**config.mk**
```make
export PLATFORM = sky130hd
export DESIGN_NAME = tea_stream_packer
export DESIGN_NICKNAME = d
export VERILOG_FILES = /design/src/rtl/tea_pkg.sv /design/src/rtl/tea_byte_serializer.sv /design/src/rtl/tea_stream_packer.sv
export SDC_FILE = /design/constraint.sdc
export NUM_CORES = 1
export LEC_CHECK = 0
export BUFFER_PORTS_ARGS = -buffer_cell sky130_fd_sc_hd__buf_2
export CAP_MARGIN = 20
export CORE_MARGIN = 1
export CORE_UTILIZATION = 25
export CTS_CLUSTER_DIAMETER = 50
export DETAILED_ROUTE_END_ITERATION = 10
export PLACE_DENSITY_LB_ADDON = 0.25
export SETUP_SLACK_MARGIN = 0.02
export SLEW_MARGIN = 10
export SYNTH_ARGS = -nofsm -noshare
export SYNTH_HDL_FRONTEND = slang
export SYNTH_HIERARCHICAL = 1
export SYNTH_SLANG_ARGS = --single-unit
export TNS_END_PERCENT = 1
```
**constraint.sdc**
```tcl
create_clock -name clk -period 1.9 [get_ports clk]
set_input_delay 0.19 -clock clk [delete_from_list [all_inputs] [get_ports clk]]
set_output_delay 0.19 -clock clk [all_outputs]
set_load 0.01 [all_outputs]
```
**src/rtl/tea_pkg.sv**
```systemverilog
// Shared definitions for the TEA byte-stream packer.
// Holds block/key widths, the packer FSM state type and a helper that
// places one byte into a 64-bit block, MSB-first by byte index.
package tea_pkg;

    localparam int BLOCK_W         = 64;
    localparam int KEY_W           = 128;
    localparam int BYTES_PER_BLOCK = 8;

    typedef enum logic [1:0] {
        ST_FILL  = 2'd0,
        ST_ENC   = 2'd1,
        ST_DRAIN = 2'd2
    } packer_state_t;

    // Byte index 0 lands in bits [63:56], index 7 in bits [7:0].
    function automatic logic [BLOCK_W-1:0] insert_byte(
        input logic [BLOCK_W-1:0] blk,
        input logic [2:0]         idx,
        input logic [7:0]         data
    );
        logic [BLOCK_W-1:0] res;
        logic [5:0]         base;
        res            = blk;
        base           = {~idx, 3'b000};
        res[base +: 8] = data;
        return res;
    endfunction

endpackage

```
**src/rtl/tea_byte_serializer.sv**
```systemverilog
// 64-bit to 8-bit output serializer for ciphertext blocks.
// Ports:
//   clk, rst_n            clock, asynchronous active-low reset
//   load                  one-cycle strobe: take load_data/load_last
//   load_data [63:0]      block to emit, bits [63:56] first
//   load_last             block is the last of its message
//   out_ready             downstream accepts a byte
//   out_data/out_valid    registered byte stream
//   out_last              registered, set on byte 8 of a last block
//   done                  byte 8 is transferring this cycle
module tea_byte_serializer
    import tea_pkg::*;
(
    input  logic               clk,
    input  logic               rst_n,
    input  logic               load,
    input  logic [BLOCK_W-1:0] load_data,
    input  logic               load_last,
    input  logic               out_ready,
    output logic [7:0]         out_data,
    output logic               out_valid,
    output logic               out_last,
    output logic               done
);

    logic [BLOCK_W-1:0] shift_r;
    logic [2:0]         idx_r;
    logic               last_r;
    logic [7:0]         out_data_r;
    logic               out_valid_r;
    logic               out_last_r;
    logic               fire_s;

    assign fire_s    = out_valid_r & out_ready;
    assign done      = fire_s & (idx_r == 3'd7);
    assign out_data  = out_data_r;
    assign out_valid = out_valid_r;
    assign out_last  = out_last_r;

    // Shift register and output byte/handshake state.
    always_ff @(posedge clk or negedge rst_n) begin
        if (!rst_n) begin
            shift_r     <= {BLOCK_W{1'b0}};
            idx_r       <= 3'd0;
            last_r      <= 1'b0;
            out_data_r  <= 8'h00;
            out_valid_r <= 1'b0;
            out_last_r  <= 1'b0;
        end else if (load) begin
            // First byte is presented straight away; the rest waits in shift_r.
            shift_r     <= {load_data[BLOCK_W-9:0], 8'h00};
            idx_r       <= 3'd0;
            last_r      <= load_last;
            out_data_r  <= load_data[BLOCK_W-1 -: 8];
            out_valid_r <= 1'b1;
            out_last_r  <= 1'b0;
        end else if (fire_s) begin
            if (idx_r == 3'd7) begin
                out_valid_r <= 1'b0;
                out_last_r  <= 1'b0;
            end else begin
                shift_r    <= {shift_r[BLOCK_W-9:0], 8'h00};
                idx_r      <= idx_r + 3'd1;
                out_data_r <= shift_r[BLOCK_W-1 -: 8];
                out_last_r <= last_r & (idx_r == 3'd6);
            end
        end
    end

endmodule

```
**src/rtl/tea_stream_packer.sv**
```systemverilog
// Byte-stream front/back end for the TEA encryption core.
// Packs input bytes into 64-bit plaintext blocks, holds plaintext and key
// stable towards the core during encryption, captures the ciphertext and
// serializes it back out MSB-first.
// Ports:
//   clk, rst_n                         clock, asynchronous active-low reset
//   in_data/in_valid/in_last/in_ready  plaintext byte stream
//   key_in/key_load                    key value and latch strobe
//   enc_ptxt/enc_key/enc_*_valid       to the core
//   enc_ctxt/enc_ctxt_ready            from the core
//   out_data/out_valid/out_last/out_ready  ciphertext byte stream
//   key_set                            a key has been latched since reset
//   err_timeout                        one-cycle pulse on encryption timeout
module tea_stream_packer
    import tea_pkg::*;
#(
    parameter int TIMEOUT_CYCLES = 1024
) (
    input  logic               clk,
    input  logic               rst_n,
    input  logic [7:0]         in_data,
    input  logic               in_valid,
    input  logic               in_last,
    output logic               in_ready,
    input  logic [KEY_W-1:0]   key_in,
    input  logic               key_load,
    output logic [BLOCK_W-1:0] enc_ptxt,
    output logic [KEY_W-1:0]   enc_key,
    output logic               enc_ptxt_valid,
    output logic               enc_key_valid,
    input  logic [BLOCK_W-1:0] enc_ctxt,
    input  logic               enc_ctxt_ready,
    output logic [7:0]         out_data,
    output logic               out_valid,
    output logic               out_last,
    input  logic               out_ready,
    output logic               key_set,
    output logic               err_timeout
);

    localparam int TMR_W = $clog2(TIMEOUT_CYCLES + 1);

    packer_state_t      state_r;
    packer_state_t      state_next_s;
    logic [BLOCK_W-1:0] buf_r;
    logic [2:0]         cnt_r;
    logic               block_last_r;
    logic [KEY_W-1:0]   shadow_key_r;
    logic               key_set_r;
    logic [BLOCK_W-1:0] enc_ptxt_r;
    logic [KEY_W-1:0]   enc_key_r;
    logic               enc_valid_r;
    logic [TMR_W-1:0]   timer_r;
    logic               err_timeout_r;
    logic               in_ready_r;

    logic               in_fire_s;
    logic               block_done_s;
    logic [BLOCK_W-1:0] ptxt_next_s;
    logic               key_set_next_s;
    logic               capture_s;
    logic               timeout_s;
    logic               drain_done_s;

    // in_ready_r is only ever high in FILL, so it alone qualifies a transfer.
    assign in_fire_s      = in_valid & in_ready_r;
    assign block_done_s   = in_fire_s & (in_last | (cnt_r == 3'd7));
    assign ptxt_next_s    = insert_byte(buf_r, cnt_r, in_data);
    assign key_set_next_s = key_set_r | key_load;
    assign capture_s      = (state_r == ST_ENC) & enc_ctxt_ready;
    assign timeout_s      = (state_r == ST_ENC) & ~enc_ctxt_ready
                          & (timer_r == TMR_W'(TIMEOUT_CYCLES - 1));

    assign in_ready       = in_ready_r;
    assign enc_ptxt       = enc_ptxt_r;
    assign enc_key        = enc_key_r;
    assign enc_ptxt_valid = enc_valid_r;
    assign enc_key_valid  = enc_valid_r;
    assign key_set        = key_set_r;
    assign err_timeout    = err_timeout_r;

    // FSM state register.
    always_ff @(posedge clk or negedge rst_n) begin
        if (!rst_n) begin
            state_r <= ST_FILL;
        end else begin
            state_r <= state_next_s;
        end
    end

    // FSM next-state decode.
    always_comb begin
        state_next_s = state_r;
        case (state_r)
            ST_FILL: begin
                if (block_done_s) begin
                    state_next_s = ST_ENC;
                end else begin
                    state_next_s = ST_FILL;
                end
            end
            ST_ENC: begin
                if (enc_ctxt_ready) begin
                    state_next_s = ST_DRAIN;
                end else if (timeout_s) begin
                    state_next_s = ST_FILL;
                end else begin
                    state_next_s = ST_ENC;
                end
            end
            ST_DRAIN: begin
                if (drain_done_s) begin
                    state_next_s = ST_FILL;
                end else begin
                    state_next_s = ST_DRAIN;
                end
            end
            default: begin
                state_next_s = ST_FILL;
            end
        endcase
    end

    // Input packing buffer and byte counter; cleared as a block is handed off
    // so short blocks come out zero-padded.
    always_ff @(posedge clk or negedge rst_n) begin
        if (!rst_n) begin
            buf_r        <= {BLOCK_W{1'b0}};
            cnt_r        <= 3'd0;
            block_last_r <= 1'b0;
        end else if (block_done_s) begin
            buf_r        <= {BLOCK_W{1'b0}};
            cnt_r        <= 3'd0;
            block_last_r <= in_last;
        end else if (in_fire_s) begin
            buf_r <= ptxt_next_s;
            cnt_r <= cnt_r + 3'd1;
        end
    end

    // Shadow key; a load may arrive in any state.
    always_ff @(posedge clk or negedge rst_n) begin
        if (!rst_n) begin
            shadow_key_r <= {KEY_W{1'b0}};
            key_set_r    <= 1'b0;
        end else if (key_load) begin
            shadow_key_r <= key_in;
            key_set_r    <= 1'b1;
        end
    end

    // Core-facing plaintext/key, frozen from FILL->ENC until the block ends.
    always_ff @(posedge clk or negedge rst_n) begin
        if (!rst_n) begin
            enc_ptxt_r  <= {BLOCK_W{1'b0}};
            enc_key_r   <= {KEY_W{1'b0}};
            enc_valid_r <= 1'b0;
        end else if (block_done_s) begin
            enc_ptxt_r  <= ptxt_next_s;
            // A key strobed together with the closing byte applies to this block.
            enc_key_r   <= key_load ? key_in : shadow_key_r;
            enc_valid_r <= 1'b1;
        end else if (capture_s | timeout_s) begin
            enc_valid_r <= 1'b0;
        end
    end

    // Encryption watchdog: counts cycles spent in ENC.
    always_ff @(posedge clk or negedge rst_n) begin
        if (!rst_n) begin
            timer_r       <= {TMR_W{1'b0}};
            err_timeout_r <= 1'b0;
        end else begin
            err_timeout_r <= timeout_s;
            if ((state_r == ST_ENC) && (state_next_s == ST_ENC)) begin
                timer_r <= timer_r + TMR_W'(1);
            end else begin
                timer_r <= {TMR_W{1'b0}};
            end
        end
    end

    // Input ready follows the state being entered and the key being present.
    always_ff @(posedge clk or negedge rst_n) begin
        if (!rst_n) begin
            in_ready_r <= 1'b0;
        end else begin
            in_ready_r <= (state_next_s == ST_FILL) & key_set_next_s;
        end
    end

    tea_byte_serializer u_ser (
        .clk       (clk),
        .rst_n     (rst_n),
        .load      (capture_s),
        .load_data (enc_ctxt),
        .load_last (block_last_r),
        .out_ready (out_ready),
        .out_data  (out_data),
        .out_valid (out_valid),
        .out_last  (out_last),
        .done      (drain_done_s)
    );

endmodule
```
-- Word level (Yosys, flattened, before mapping)
Cells that the tools add are included.
- bits in registers: 483
- output and inout bits: 207
- logic and storage cells: 84
- add/subtract/negate cells: 4
- eq/ne operators: 8
- shift operators: 2
- mux-type cells: 29
- bitwise gates (word level): 14
- reduce and logical (&&, ||, !) cells: 9
- operators with widths (operator ; number):
    64-bit two-way mux ; 5
    128-bit two-way mux ; 1
    64-bit bitwise mux ; 1
    8-bit by 8-bit variable shift with 64-bit output, first input constant ; 1
    8-bit by 8-bit indexed part select with 64-bit output ; 1
    8-bit two-way mux ; 3
    3-bit two-way mux ; 5
    11-bit by 1-bit adder with 11-bit output, second input constant ; 1
    11-bit by 10-bit equality test with 1-bit output, second input constant ; 1
    11-bit two-way mux ; 1
    1-bit two-way mux ; 10
    1-bit bitwise AND ; 9
    3-bit equality test, second input constant ; 3
    6-bit negation with 8-bit output ; 1
    2-bit nonzero test ; 4
    3-bit by 1-bit adder with 3-bit output, second input constant ; 2
    2-bit one-hot mux with 3 select lines ; 1
    2-bit by 1-bit equality test with 1-bit output, second input constant ; 2
    2-bit zero test ; 2
    2-bit two-way mux ; 2
    2-bit AND reduction ; 2
    3-bit inverter ; 1
    1-bit OR ; 3
    2-bit equality test, second input constant ; 1
    3 further kinds ; 3

-- Depth between registers and ports, before layout
- depth in word-level cells: 9
- gate-level depth with buffers: 9
- depth with buffers taken out: 6

-- Modules after synthesis
Netlist, hierarchy kept.
- modules (own cells, without submodules) (module ; times used ; cells each ; area an instance (um^2) ; seq. area each (um^2)):
    tea_stream_packer ; 1 ; 1057 ; 15757.6 ; 10134.7
    tea_byte_serializer ; 1 ; 371 ; 3387.0 ; 1751.7

-- Worst setup path before layout
Ideal clock, no wire load.
- path kind: reg2reg
- from: register cnt_r[1]
- to: register enc_key_r[10], in the netlist enc_key[10]
- setup time: 0.125 ns
- arrival time: 1.989 ns
- data required time: 1.775 ns
- setup slack: -0.214 ns
- cell stages (with the launch flop): 9
- path buffers: 4
- clock period less this slack: 2.114 ns
- cells stage by stage: dfrtp_1 -> ha_1 -> ha_1 -> buf_6 -> o211ai_1 -> buf_4 -> buf_6 -> buf_2 -> mux2_2
- longest elaborated chain between the ends: 3
- ends and longest elaborated chain (what ; line ; text):
    start, declared ; tea_stream_packer.sv:46 ; logic [2:0] cnt_r;
    start signal, assigned ; tea_stream_packer.sv:137 ; cnt_r <= cnt_r + 3'd1;
    3-bit equality test ; tea_stream_packer.sv:67 ; assign block_done_s = in_fire_s & (in_last | (cnt_r == 3'd7));
    1-bit OR ; tea_stream_packer.sv:67 ;
    1-bit bitwise AND ; tea_stream_packer.sv:67 ;
    end signal, assigned ; tea_stream_packer.sv:156 ; enc_key_r <= {KEY_W{1'b0}};
    end signal, assigned ; tea_stream_packer.sv:161 ; enc_key_r <= key_load ? key_in : shadow_key_r;
    end, declared ; tea_stream_packer.sv:51 ; logic [KEY_W-1:0] enc_key_r;
Every way passes these cells.
A chain may end at the register's enable or synchronous reset.

-- Worst setup path in the final report
- from: register cnt_r[0]
- to: register in_ready_r, in the netlist in_ready
- longest elaborated chain between the ends: 7
- ends and longest elaborated chain (what ; line ; text):
    3-bit equality test ; tea_stream_packer.sv:67 ;
    1-bit OR ; tea_stream_packer.sv:67 ;
    1-bit bitwise AND ; tea_stream_packer.sv:67 ;
    1-bit two-way mux ; tea_stream_packer.sv:96 ; if (block_done_s) begin
    2-bit one-hot mux with 3 select lines ; tea_stream_packer.sv:94 ; case (state_r)
    2-bit zero test ; tea_stream_packer.sv:188 ; in_ready_r <= (state_next_s == ST_FILL) & key_set_next_s;
    1-bit bitwise AND ; tea_stream_packer.sv:188 ;
    end signal, assigned ; tea_stream_packer.sv:188 ;
    end, declared ; tea_stream_packer.sv:55 ; logic in_ready_r;
Every way passes these cells.

==> reports/qor.yml <==
global_route:
  grtUsageTotal_pct: 13.8
  grt_max_degree: 67
  grt_pass1_vias: 14786
  antenna_found_initial: 2
  grt_pass1_wl_um: 84900
  grt_overflow: 0
layout:
  final_cell_mix: "dfrtp_1 (475), buf_2 (411), mux2_2 (254)"
  finalNetCount: 2344
  layout_commonest_cell: "dfrtp_1"
  areaGrowthSynthToFinish_pct: 44.6
  drive_gt1_share_pct: 44.1
  final_cells: 3158
timing:
  timing.final.ws_setup_ns: -0.128
  finClkSkew_ns: 0.0332
  hold_viol: 0
  finalCritPeriodShare_pct: 107
  fin_crit_ns: 2.03
  setup_violations: 198
  max_slew_margin_pct: 62.6
  slew_viol_final: 0
  max_freq_ghz: 0.493
  rsz0062_at_grt: "true"
  worst_pin_slew_ns: 0.561
route:
  first_iter_violations: 584
  vias: 13884
  dr.pass1.iters: 5
  vias_per_cell: 4.40
  drc: 0
  routedWlPerCell_um: 17.2
  drt_wl_total_um: 54200
  ant_nets: 0
placed_design:
  place_hpwl_um: 37000
  gp_congestion: 0.757
  port_buffers: 413
  dp.cells: 2828
synthesis:
  synthesis.area_um2: 19100
  async_flop_share_pct: 100
  ys.warnings.count: 6
  ys_ff_latch: 475
  ys_types: 53
  seq_area_frac_synth_pct: 62.1
  synth_flop_cell: "dfrtp_1"
  synth.avg_cell_area_um2: 13.4
  synth-edff-count: 0
  synth_nets: 1645
  synthCells: 1428
setup_path:
  crit_type: "flop to flop"
  path_cells: "ha_2 -> ha_4 -> o211ai_1 -> buf_4 -> buf_12 -> buf_12 -> buf_6 -> or3_4 -> and4b_1"
  critPathCaptureType: "flop"
  ff2ff_setup_slack_ns: -0.13
  startpoint_type: "flop"
  required_ns: 2.36
  slowest_delay_ns: 0.35
  cp.arrival_ns: 2.49
  crit_buf_inv: 4
  slowest_stage: "dfrtp_1"
  cp_top_family: "buffers and inverters"
  path_max_fanout: 8
  cp_common_cell: "buf_12"
clock_network:
  cts_made_buffers: 67
  cts_tree: "yes"
  h-tree-depth: 3
  clock_latency_ns: 0.60
  clk_pin_slew_worst_paths_ns: 0.06
  cts_sinks: 475
  clockRootBuffer: "clkbuf_16"
  cts_buffer_depth: 3
pwr:
  p_int_w: 0.0264
  p_per_area_nw_per_um2: 1370
  power_frac_comb_pct: 27.0
  switchingPower_w: 0.0116
  p_leak_nw: 12.9
  finalPower_w: 0.0381
  seqPwrFrac_pct: 38.0
  ir_drop_uv: 635
  pwr-share-clk_pct: 35.0
  swShare_pct: 30.5
floorplan:
  start_util_pct: 25.2
  row_count: 101
  dieWidth_um: 279
  io-pin-count: 414
  fp.dieH_um: 279
  die_area_um2: 77700
  core_area_um2: 75800
flow_run:
  maxCapViolations: 0
outcome:
  violations: "setup timing"
  status: "complete, but fails checks"
worst_hold_path:
  holdCritPathClass: "primary input to flop"
[cells by family after synthesis]
group                    synth area share (%)
adder cells (fa/ha/maj)                 0.654
flip-flops                               62.1
AO/OA/AOI/OAI                            9.95
AND/OR/NAND/NOR                          7.91
multiplexers                             16.0
XOR/XNOR                                0.412
buffers and inverters                    3.03
[stage by stage]
| stage | TNS [ns] | cell area [um2] | hold slack [ns] | worst slack (ns) | util [%] |
|---|---|---|---|---|---|
| 5_1_grt | -28.81 | 27700 | 0.0558 | -0.189 | 36.5 |
| 6_report | -14.11 | 27700 | 0.0640 | -0.128 | 36.5 |
| 3_5_place_dp | -23.92 | 23000 | 0.202 | -0.214 | 30.3 |
| 3_3_place_gp | -15.28 | 23000 | 0.202 | -0.155 | 30.3 |
| 2_1_floorplan | -21.77 | 19200 | -0.106 | -0.132 | - |
| 4_1_cts | -11.67 | 27500 | 0.0295 | -0.101 | 36.3 |
[flip-flops by register name, indices dropped and copies added (netlist names), 2 cells and up]
register and count:
buf_r 64, cnt_r 3, enc_key 128, enc_ptxt 64
shadow_key_r 128, state_r 2, timer_r 11, u_ser/idx_r 3
u_ser/out_data 8, u_ser/shift_r 56
[cells in the mapped netlist, types with 5 or more instances]
cell type / instances / area share (%)
ha_1: 10 / 0.65
dfrtp_1: 475 / 62
nor2_1: 30 / 0.59
mux2i_1: 16 / 0.84
nand3_1: 7 / 0.18
clkbuf_1: 27 / 0.53
inv_1: 21 / 0.41
nand2_1: 107 / 2.1
a21oi_1: 107 / 2.8
mux2_2: 257 / 15
o21ai_1: 10 / 0.26
o21ai_0: 19 / 0.50
a221o_1: 24 / 1.3
and2_1: 26 / 0.85
nand2b_1: 5 / 0.16
nor2b_1: 59 / 1.9
buf_2: 40 / 1.0
a22o_1: 58 / 2.7
a222oi_1: 16 / 0.84
xnor2_1: 7 / 0.32
o2bb2ai_1: 8 / 0.37
buf_4: 15 / 0.59
a21o_1: 6 / 0.24
a21oi_2: 20 / 0.91
and3_1: 11 / 0.36
[timing repair]
action	4_1_cts	5_1_grt
pin swaps	16	21
setup buffers	7	2
cloned	1	0
endpoints found under the setup margin	247	250
hold endpoints to repair	431	0
hold buffers	198	0
gates resized for setup	29	29
[routing by layer]
layer | track usage [%] | part of all wire [%] | vias up
li1 | - | - | 6490
met1 | 17.9 | 44 | 6969
met2 | 22.7 | 49 | 340
met3 | 2.95 | 4.8 | 85
met4 | 5.14 | 2.5 | 0
met5 | 0 | 0 | -
[power by group through the flow]
stage | Sequential [W] | Combinational [W] | Clock (W)
floorplan | 0.0152 | 0.00464 | 0
finish | 0.0145 | 0.0103 | 0.0133
global placement | 0.0145 | 0.00961 | 0
global route | 0.0148 | 0.0112 | 0.0141
detailed placement | 0.0146 | 0.00973 | 0
CTS | 0.0145 | 0.0103 | 0.0137
[worst paths after layout]
kind,startpoint,endpoint,cells after the start
max,cnt_r[0]$_DFFE_PN0P_,in_ready$_DFF_PN0_,9
min,in_data[2],enc_ptxt[18]$_DFFE_PN0P_,2
max reg2reg,cnt_r[0]$_DFFE_PN0P_,in_ready$_DFF_PN0_,9
min reg2reg,enc_ptxt[2]$_DFFE_PN0P_,enc_ptxt[2]$_DFFE_PN0P_,2
max in group asynchronous,rst_n,enc_key[7]$_DFFE_PN0P_,3
min in group asynchronous,rst_n,enc_ptxt[9]$_DFFE_PN0P_,2
[final cells by class]
type,count,area (um2)
Clock buffer,84,1900
Clock inverter,37,509
Multi-Input combinational cell,842,6830
Timing Repair Buffer,720,5240
Fill cell,7440,48100
Sequential cell,475,11900
Antenna cell,1,2.50
Tap cell,978,1220
Inverter,21,78.8
No activity file was read; power rests on OpenSTA's default activity.
